--- src/rtl/cache_line_arbiter.sv ---
// Two-client line arbiter: funnels I-cache and D-cache misses and write-backs
// into one downstream line port, one transaction at a time, round-robin on ties.
module cache_line_arbiter #(
    parameter int s_line = 256,
    parameter int s_addr = 32
) (
    input  logic              clk,
    input  logic              rst,
    input  logic              i_read,
    input  logic              i_write,
    input  logic [s_addr-1:0] i_address,
    input  logic [s_line-1:0] i_wdata,
    output logic              i_resp,
    output logic [s_line-1:0] i_rdata,
    input  logic              d_read,
    input  logic              d_write,
    input  logic [s_addr-1:0] d_address,
    input  logic [s_line-1:0] d_wdata,
    output logic              d_resp,
    output logic [s_line-1:0] d_rdata,
    output logic              mem_read,
    output logic              mem_write,
    output logic [s_addr-1:0] mem_address,
    output logic [s_line-1:0] mem_wdata,
    input  logic              mem_resp,
    input  logic [s_line-1:0] mem_rdata
);

    typedef enum logic [1:0] {
        IDLE,
        SERVE_I,
        SERVE_D
    } state_t;

    typedef enum logic {
        SIDE_I,
        SIDE_D
    } side_t;

    state_t state;
    state_t state_next;
    side_t  last_served;
    side_t  last_next;

    logic req_i;
    logic req_d;

    assign req_i = i_read | i_write;
    assign req_d = d_read | d_write;

    assign i_rdata = mem_rdata;
    assign d_rdata = mem_rdata;

    always_ff @(posedge clk) begin
        if (rst) begin
            state       <= IDLE;
            last_served <= SIDE_I;
        end else begin
            state       <= state_next;
            last_served <= last_next;
        end
    end

    always_comb begin
        state_next  = state;
        last_next   = last_served;
        mem_read    = 1'b0;
        mem_write   = 1'b0;
        mem_address = '0;
        mem_wdata   = '0;
        i_resp      = 1'b0;
        d_resp      = 1'b0;

        unique case (state)
            IDLE: begin
                if (req_i && req_d) begin
                    // On a tie the side not served last wins.
                    if (last_served == SIDE_I) begin
                        state_next = SERVE_D;
                        last_next  = SIDE_D;
                    end else begin
                        state_next = SERVE_I;
                        last_next  = SIDE_I;
                    end
                end else if (req_i) begin
                    state_next = SERVE_I;
                    last_next  = SIDE_I;
                end else if (req_d) begin
                    state_next = SERVE_D;
                    last_next  = SIDE_D;
                end
            end
            SERVE_I: begin
                if (req_i) begin
                    mem_write   = i_write;
                    mem_read    = i_read & ~i_write;
                    mem_address = i_address;
                    mem_wdata   = i_wdata;
                end
                if (mem_resp) begin
                    i_resp     = 1'b1;
                    state_next = IDLE;
                end else if (!req_i) begin
                    state_next = IDLE;
                end
            end
            SERVE_D: begin
                if (req_d) begin
                    mem_write   = d_write;
                    mem_read    = d_read & ~d_write;
                    mem_address = d_address;
                    mem_wdata   = d_wdata;
                end
                if (mem_resp) begin
                    d_resp     = 1'b1;
                    state_next = IDLE;
                end else if (!req_d) begin
                    state_next = IDLE;
                end
            end
            default: begin
                state_next = IDLE;
            end
        endcase

        // Reset abandons any transaction and swallows a coincident mem_resp.
        if (rst) begin
            mem_read    = 1'b0;
            mem_write   = 1'b0;
            mem_address = '0;
            mem_wdata   = '0;
            i_resp      = 1'b0;
            d_resp      = 1'b0;
        end
    end

endmodule

--- config.mk ---
export PLATFORM = sky130hd
export DESIGN_NAME = cache_line_arbiter
export DESIGN_NICKNAME = d
export VERILOG_FILES = /design/src/rtl/cache_line_arbiter.sv
export SDC_FILE = /design/constraint.sdc
export NUM_CORES = 1
export LEC_CHECK = 0
export CELL_PAD_IN_SITES_DETAIL_PLACEMENT = 1
export CELL_PAD_IN_SITES_GLOBAL_PLACEMENT = 2
export CORE_AREA = 2 2 631 633
export DETAILED_ROUTE_END_ITERATION = 10
export DIE_AREA = 0 0 633 635
export HOLD_SLACK_MARGIN = 0.12
export PLACE_DENSITY_LB_ADDON = 0.1
export SYNTH_ARGS = -nofsm -noshare
export SYNTH_HDL_FRONTEND = slang
export SYNTH_SLANG_ARGS = --single-unit
--- constraint.sdc ---
create_clock -name clk -period 2.1 [get_ports clk]
set_clock_uncertainty 0.1 [all_clocks]
set_input_delay 0.315 -clock clk [delete_from_list [all_inputs] [get_ports clk]]
set_output_delay 0.315 -clock clk [all_outputs]
set_load 0.02 [all_outputs]
After elaboration in Yosys (flattened, before gate mapping)
Cells that the tools add are included.
- reductions and logical operators: 5
- bitwise operators: 6
- muxes and demuxes: 34
- equality and inequality tests: 5
- operators with widths (cell ; count):
    $mux 256 ; 3
    $pmux 256 s2 ; 1
    $mux 32 ; 3
    $pmux 32 s2 ; 1
    $mux 2 ; 8
    $mux 1 ; 15
    $ne 3x3->1 const B ; 2
    $pmux 2 s3 ; 1
    $ne 4x4->1 const B ; 1
    $pmux 1 s2 ; 2
    $reduce_and 3->1 ; 1
    $reduce_bool 3->1 ; 1
    $and 1x1->1 ; 2
    $eq 2x1->1 const B ; 1
    $eq 2x2->1 const B ; 1
    $logic_not 2->1 ; 1
    $not 1->1 ; 2
    $or 1x1->1 ; 2
    $reduce_and 2->1 ; 1
    $logic_and 1x1->1 ; 1
- bits of input ports: 839
- register bits: 3
- output and inout bits: 804
- word-level logic and storage cells: 52

Logic depth before layout (Yosys ltp)
Gate-level depths: netlist of the first run.
- word-level depth: 5
- mapped depth: 8
- depth with buffers taken out: 6

Worst setup path after synthesis of the first run
OpenSTA, ideal clock, no wires.
- path kind: flip-flop to output port
- start point: register state[0]
- end point: output mem_address[0]
- buffers on the path: 3
- arrival: 1553 ps
- slack: 132 ps
- data required time: 1685 ps
- stages on the path, launching flop included: 8
- path through: dfxtp_1 inv_1 ha_1 nand2b_1 buf_4 buf_4 clkbuf_1 nor2_1
- word-level cells in the longest chain between the ends: 3
- elaborated cells on any way between the ends: 4
- classes of those cells: eq/ne (2); mux (2)
- RTL lines (what ; line ; text):
    start, declared ; 40 ; state_t state;
    start signal, assigned ; 59 ; state <= state_next;
    $eq 2x2->1 / $eq 2x1->1 (equally long branches) ; 74 ; unique case (state)
    $pmux 32 s2 (*) ; 74 ;
    $mux 32 (*) ; 127 ; if (rst) begin
    end, declared ; 23 ; output logic [s_addr-1:0] mem_address,
Mark *: on every way between the ends. The rest lies on a longest branch, timed or not.

Worst setup path in the final report of the first run
- start point: register state[1]
- end point: output mem_wdata[188]
- word-level cells in the longest chain between the ends: 3
- elaborated cells on any way between the ends: 4
- classes of those cells: eq/ne (2); mux (2)
- RTL lines (what ; line ; text):
    $eq 2x2->1 / $eq 2x1->1 (equally long branches) ; 74 ;
    $pmux 256 s2 (*) ; 74 ;
    $mux 256 (*) ; 127 ;
    end, declared ; 24 ; output logic [s_line-1:0] mem_wdata,
Marks and branches as above.

==> results of run 1 <==
[flip-flops by register name, summed over array words and instances (netlist names)]
register and flops:
state 2, last_served 1
[worst paths after layout]
| kind | end | depth (start not counted) |
|---|---|---|
| setup reg to reg | state[1] | 10 |
| hold / removal | last_served | 1 |
| hold reg to reg | last_served | 1 |
| setup / recovery | mem_wdata[188] | 10 |
[power by group]
group          switching, W   total, W  internal (W)
combinational       0.00440    0.00870       0.00431
clock             0.0000535   0.000304      0.000251
sequential        0.0000159  0.0000869     0.0000710
[kinds of logic (layout without fill, tap and decap cells)]
logic type      Yosys count  count (layout)  share of synthesized area
fa+ha+maj                 4               4                    0.00627
simple gates            299             299                      0.144
flops                     3               3                    0.00752
other cells               0               9                          0
compound gates          300             300                      0.282
buf+inv                 611            1234                      0.560
[cell usage in the layout, fill, tap and decap left out, drive strengths merged, types with 4 or more instances in the layout]
cell type / n
a22oi: 288
diode: 9
clkbuf: 31
buf: 614
clkdlybuf4s15: 4
dlygate4sd2: 5
nor2: 291
clkdlybuf4s50: 577
ha: 4
[timing repair]
| item | 4_1_cts | 5_1_grt |
|---|---|---|
| pin swaps | 56 | 169 |
| setup endpoints to repair | 293 | 292 |
| cloned | 7 | 30 |
| setup buffers | 20 | 104 |
| resized for setup | 453 | 547 |
[worst register-to-register path, cell delays in order, from the launching register on]
cell and delay [ps]:
dfxtp_4 370, inv_4 50, ha_4 170, o21a_4 170, buf_12 170, buf_4 190
buf_12 130, buf_4 140, o21bai_2 150, a21oi_1 110, a2bb2o_1 280
[cell type report]
type	instances	area share
Timing Repair Buffer	1227	0.550
Antenna cell	9	0.000815
Multi-Input combinational cell	603	0.206
Sequential cell	3	0.00244
Tap cell	5242	0.237
Clock buffer	4	0.00285
Inverter	3	0.000589
[per-layer routing]
| layer | track usage | wire length, um | up-vias |
|---|---|---|---|
| li1 | - | - | 4954 |
| met5 | 0.00227 | 204 | - |
| met2 | 0.166 | 102000 | 1046 |
| met1 | 0.0875 | 66000 | 5598 |
| met3 | 0.0648 | 31000 | 216 |
| met4 | 0.0182 | 4740 | 16 |
[per-stage QoR]
step,util,TNS (ps),area [um2],std cells,hold WS [ps]
after floorplan,-,0,7990,1217,287
final,0.0700,-100500,27600,7091,423
after CTS,0.0620,-131380,24500,6981,413
after detailed placement,0.0583,-309070,23000,6955,409
after global routing,0.0700,-122820,27600,7087,443
after global placement,0.0583,-307920,23000,6955,422
==> impl_metrics.toml, run 1 <==
[route]
first_iter_violations = 399
drc = 0
wl_per_cell_um = 28.8
firstDrtPassIters = 4
routed_via_density = 1.67
ant_nets = 0
finalWirelength_um = 204000
vias = 11800

[power_and_ir_drop]
p_leak_nw = 7.63
power_density_mw_per_mm2 = 329
finalPower_w = 0.00909
worst_ir_drop_vdd_uv = 214

[yosys]
dominantRegCellSynth = "dfxtp_1"
yosys_warnings = 0
synth_area_mm2 = 0.00799
seq_area_frac_synth = 0.00752
syn_inst = 1217
synth_top_area_frac = 0.485
synth_edf_count = 0
syn_nets = 2060
synth.avg_cell_area_um2 = 6.56
synthTopCellsByArea = "buf_4, a22oi_1, nor2_1"
synth_cell_types = 23
yosysMostFrequentCell = "buf_4"
synth-seq-cells = 3
synth_common_cells = "buf_4, nor2_1, a22oi_1"
synth_area_leader_cell = "buf_4"
async_flop_share = 0

[global_route]
antenna_found_initial = 56
grt_max_degree = 57
grt_first_pass_wirelength_um = 228000
grt-ovfl-total = 0
grt_use_total = 0.0933
grt_pass1_vias = 13100

[cells_and_area]
multi_input_area_mm2 = 0.00569
num-fill-cells = 46700
syn2layout_area_growth_pct = 246
drive_gt1_frac = 0.589
nNetsFinal = 2684
seqCellArea_um2 = 67.6

[clock_network]
clock_latency_ps = 220
clk_pin_slew_worst_paths_ps = 30
clock_sinks = 3
cts_tree = "yes"
cts_hold_buf = 0
cts-root-buf = "clkbuf_16"
htreeDepth = 1
cts_made_buffers = 3
clk_path_buf_depth = 2

[placement]
port_buffers = 874
routabilityCongestion = 0.671
place_ws_ps = -1520
dp_hpwl_um = 183000

[setup_path]
cp_slowest_stage_delay_ps = 370
required_ps = 1680
path_cells = "inv_4, ha_4, o21a_4, buf_12, buf_16, buf_16, buf_6, a22oi_2, nor2_4, buf_12"
criticalPathCategory = "reg2out"
cp_data_arrival_time_ps = 2200
start_kind = "flip-flop"
r2r_slack_ps = -40
cp-startpoint = "state[1]"
crit_fanout = 8
critPathSlowestCell = "dfxtp_4"
r2r_start = "state[0]"
crit_path_end_kind = "output pin"
worst-path-buf-inv = 6
critPathTopFamily = "buffers and inverters"

[timing]
slew-limit-headroom = 0.719
slew_viol_final = 0
hold_viol = 0
fin_ws_ps = -520
period_needed_ps = 2620
fmaxAchievable_ghz = 0.382
fin_crit_sh = 1.25
tightest_slew_ps = 420
rsz0062_at_grt = "yes"
report.final.setup_viol = 291

[min_path]
hp-class = "reg2reg"
hp-start = "last_served"

[floorplan]
core-area_mm2 = 0.395
rows = 231
ios = 1643
die-width_um = 633
start_util = 0.0202
die_area_mm2 = 0.402
die_height_um = 635

[job]
maxCapViolCount = 0

[run_status]
violations = "negative setup slack"
status = "finished, violations left"
No activity file was read; power rests on OpenSTA's default activity.
==> run 2: changes to the inputs <==
- clock period: 2.1 -> 3.3 ns (I/O delays scaled with it)
==> run 2 against run 1 <==
Compared with the run above:
- the flow now finishes without violations
- combinational power down 57%
- first-iteration DRC count rose by 9.3%
- routed wire length shrank 6.7%
- sequential share of layout area hardly changed
- clock power shrank 36%
- global-route usage shrank 0.26 points
- clock-buffer cell count is the same
- register-to-register slack gained 1400 ps
- worst hold slack got worse by 6.4 ps
- flip-flop and latch count did not move
- critical path type is now in2out
==> impl_metrics.toml, run 2 (synthesized netlist as in run 1, its figures left out) <==
[power_and_ir_drop]
p_int_w = 0.00193
p_clk_frac = 0.049
seqPwrFrac = 0.013
swShare = 0.509
power_density_mw_per_mm2 = 170
finalPower_w = 0.00394
p_leak_nw = 6.31
worst_ir_drop_vdd_uv = 97.5
pwr-share-comb = 0.938
power_switching_w = 0.00201

[floorplan]
die_area_mm2 = 0.402
die_height_um = 635
start_util = 0.0202
ios = 1643
core-area_mm2 = 0.395
rows = 231
die-width_um = 633

[clock_network]
cts-root-buf = "clkbuf_16"
clk_path_buf_depth = 2
htreeDepth = 1
clock_latency_ps = 230
clock_sinks = 3
cts_hold_buf = 0
cts_made_buffers = 3
clk_pin_slew_worst_paths_ps = 30
cts_tree = "yes"
cts_setup_buffers = 0

[cells_and_area]
finalInstanceArea_mm2 = 0.0232
drive_gt1_frac = 0.289
nNetsFinal = 2529
final_common_cell = "clkdlybuf4s50_1"
syn2layout_area_growth_pct = 190
num-fill-cells = 47000
largest_reg_flops = 2
finish.utilization = 0.0587
regMostFlops = "state"
reg_top3 = "state (2), last_served (1)"
multi_input_area_mm2 = 0.00369
seqCellArea_um2 = 60.1
final_cell_mix = "clkdlybuf4s50_1, nor2_1, a22oi_1"

[setup_path]
r2r_start = "state[0]"
cp_slowest_stage_delay_ps = 450
required_ps = 2700
crit_top_cell = "buf_4"
crit_path_end_kind = "output pin"
start_kind = "input pin"
path_cells = "clkdlybuf4s50_1, buf_4, o21a_4, buf_12, buf_12, buf_4, a22oi_1, nor2_1, buf_4"
criticalPathCategory = "in2out"
crit_fanout = 23
cp_data_arrival_time_ps = 2670
worst-path-buf-inv = 6
critPathTopFamily = "buffers and inverters"
cp-startpoint = "i_read"
critPathSlowestCell = "clkdlybuf4s50_1"

[timing]
period_needed_ps = 3270
hold_viol = 0
rsz0062_at_grt = "no"
tightest_slew_ps = 701
fmaxAchievable_ghz = 0.306
fin_crit_sh = 0.990
report.final.setup_viol = 0
slew-limit-headroom = 0.533
slew_viol_final = 0
fin_ws_ps = 34.1

[route]
vias = 11100
wl_per_cell_um = 27.5
ant_nets = 0
firstDrtPassIters = 5
first_iter_violations = 436
routed_via_density = 1.61
finalWirelength_um = 191000
drc = 0

[global_route]
grt_pass1_vias = 12600
grt_first_pass_wirelength_um = 222000
antenna_found_initial = 51
grt_max_degree = 51
grt-ovfl-total = 0
grt_use_total = 0.0907

[placement]
place_ws_ps = -193
placed_area_mm2 = 0.0228
dp_hpwl_um = 179000
routabilityCongestion = 0.681
port_buffers = 874

[min_path]
hp-class = "reg2reg"
hp-start = "state[1]"

[job]
maxCapViolCount = 0

[run_status]
status = "completed"
-- run 2: cell types whose count changed in the layout (fill, tap and decap cells not counted), sizes merged --
cell and change:
buf -183, clkdlybuf4s50 +56, clkbuf -27, dlymetal6s2s +7
clkdlybuf4s15 -4, dlygate4sd2 -4, diode -3
-- run 2: what timing repair did --
item | 4_1_cts | 5_1_grt
setup endpoints to repair | 35 | 15
cloned | 0 | 0
resized for setup | 41 | 15
-- run 2: worst paths after layout --
kind,depth (start not counted),end,slack [ps]
min,1,state[1],420
max,9,mem_wdata[54],30
max reg2reg,8,state[1],1340
min reg2reg,1,state[1],420
-- run 2: cell type report --
type                            instances  area share
Timing Repair Buffer                 1072       0.550
Inverter                                3    0.000486
Multi-Input combinational cell        603       0.160
Antenna cell                            6    0.000648
Sequential cell                         3     0.00259
Clock buffer                            4     0.00340
Tap cell                             5242       0.283
-- run 2: per-stage QoR --
step / std cells / TNS [ps] / hold WS, ps
floorplan: 1217 / 0 / 361
global placement: 6923 / -2740 / 408
detailed placement: 6923 / -1850 / 410
CTS: 6927 / -1.73 / 427
global route: 6932 / 0 / 458
finish: 6933 / 0 / 417
-- run 2: power by group through the flow --
stage | Clock, W | Combinational (W) | Sequential, W
floorplan | 0 | 0.00202 | 0.0000485
global placement | 0 | 0.00389 | 0.0000511
detailed placement | 0 | 0.00387 | 0.0000514
CTS | 0.000199 | 0.00393 | 0.0000511
global route | 0.000204 | 0.00403 | 0.0000523
finish | 0.000195 | 0.00370 | 0.0000508
-- run 2: per-layer routing --
layer  up-vias  wire, um  GRT usage
met2      1087     93600      0.159
met1      5195     55100     0.0761
met4        24      5990     0.0250
met5         -       667    0.00992
met3       234     35200     0.0754
li1       4590         -          -
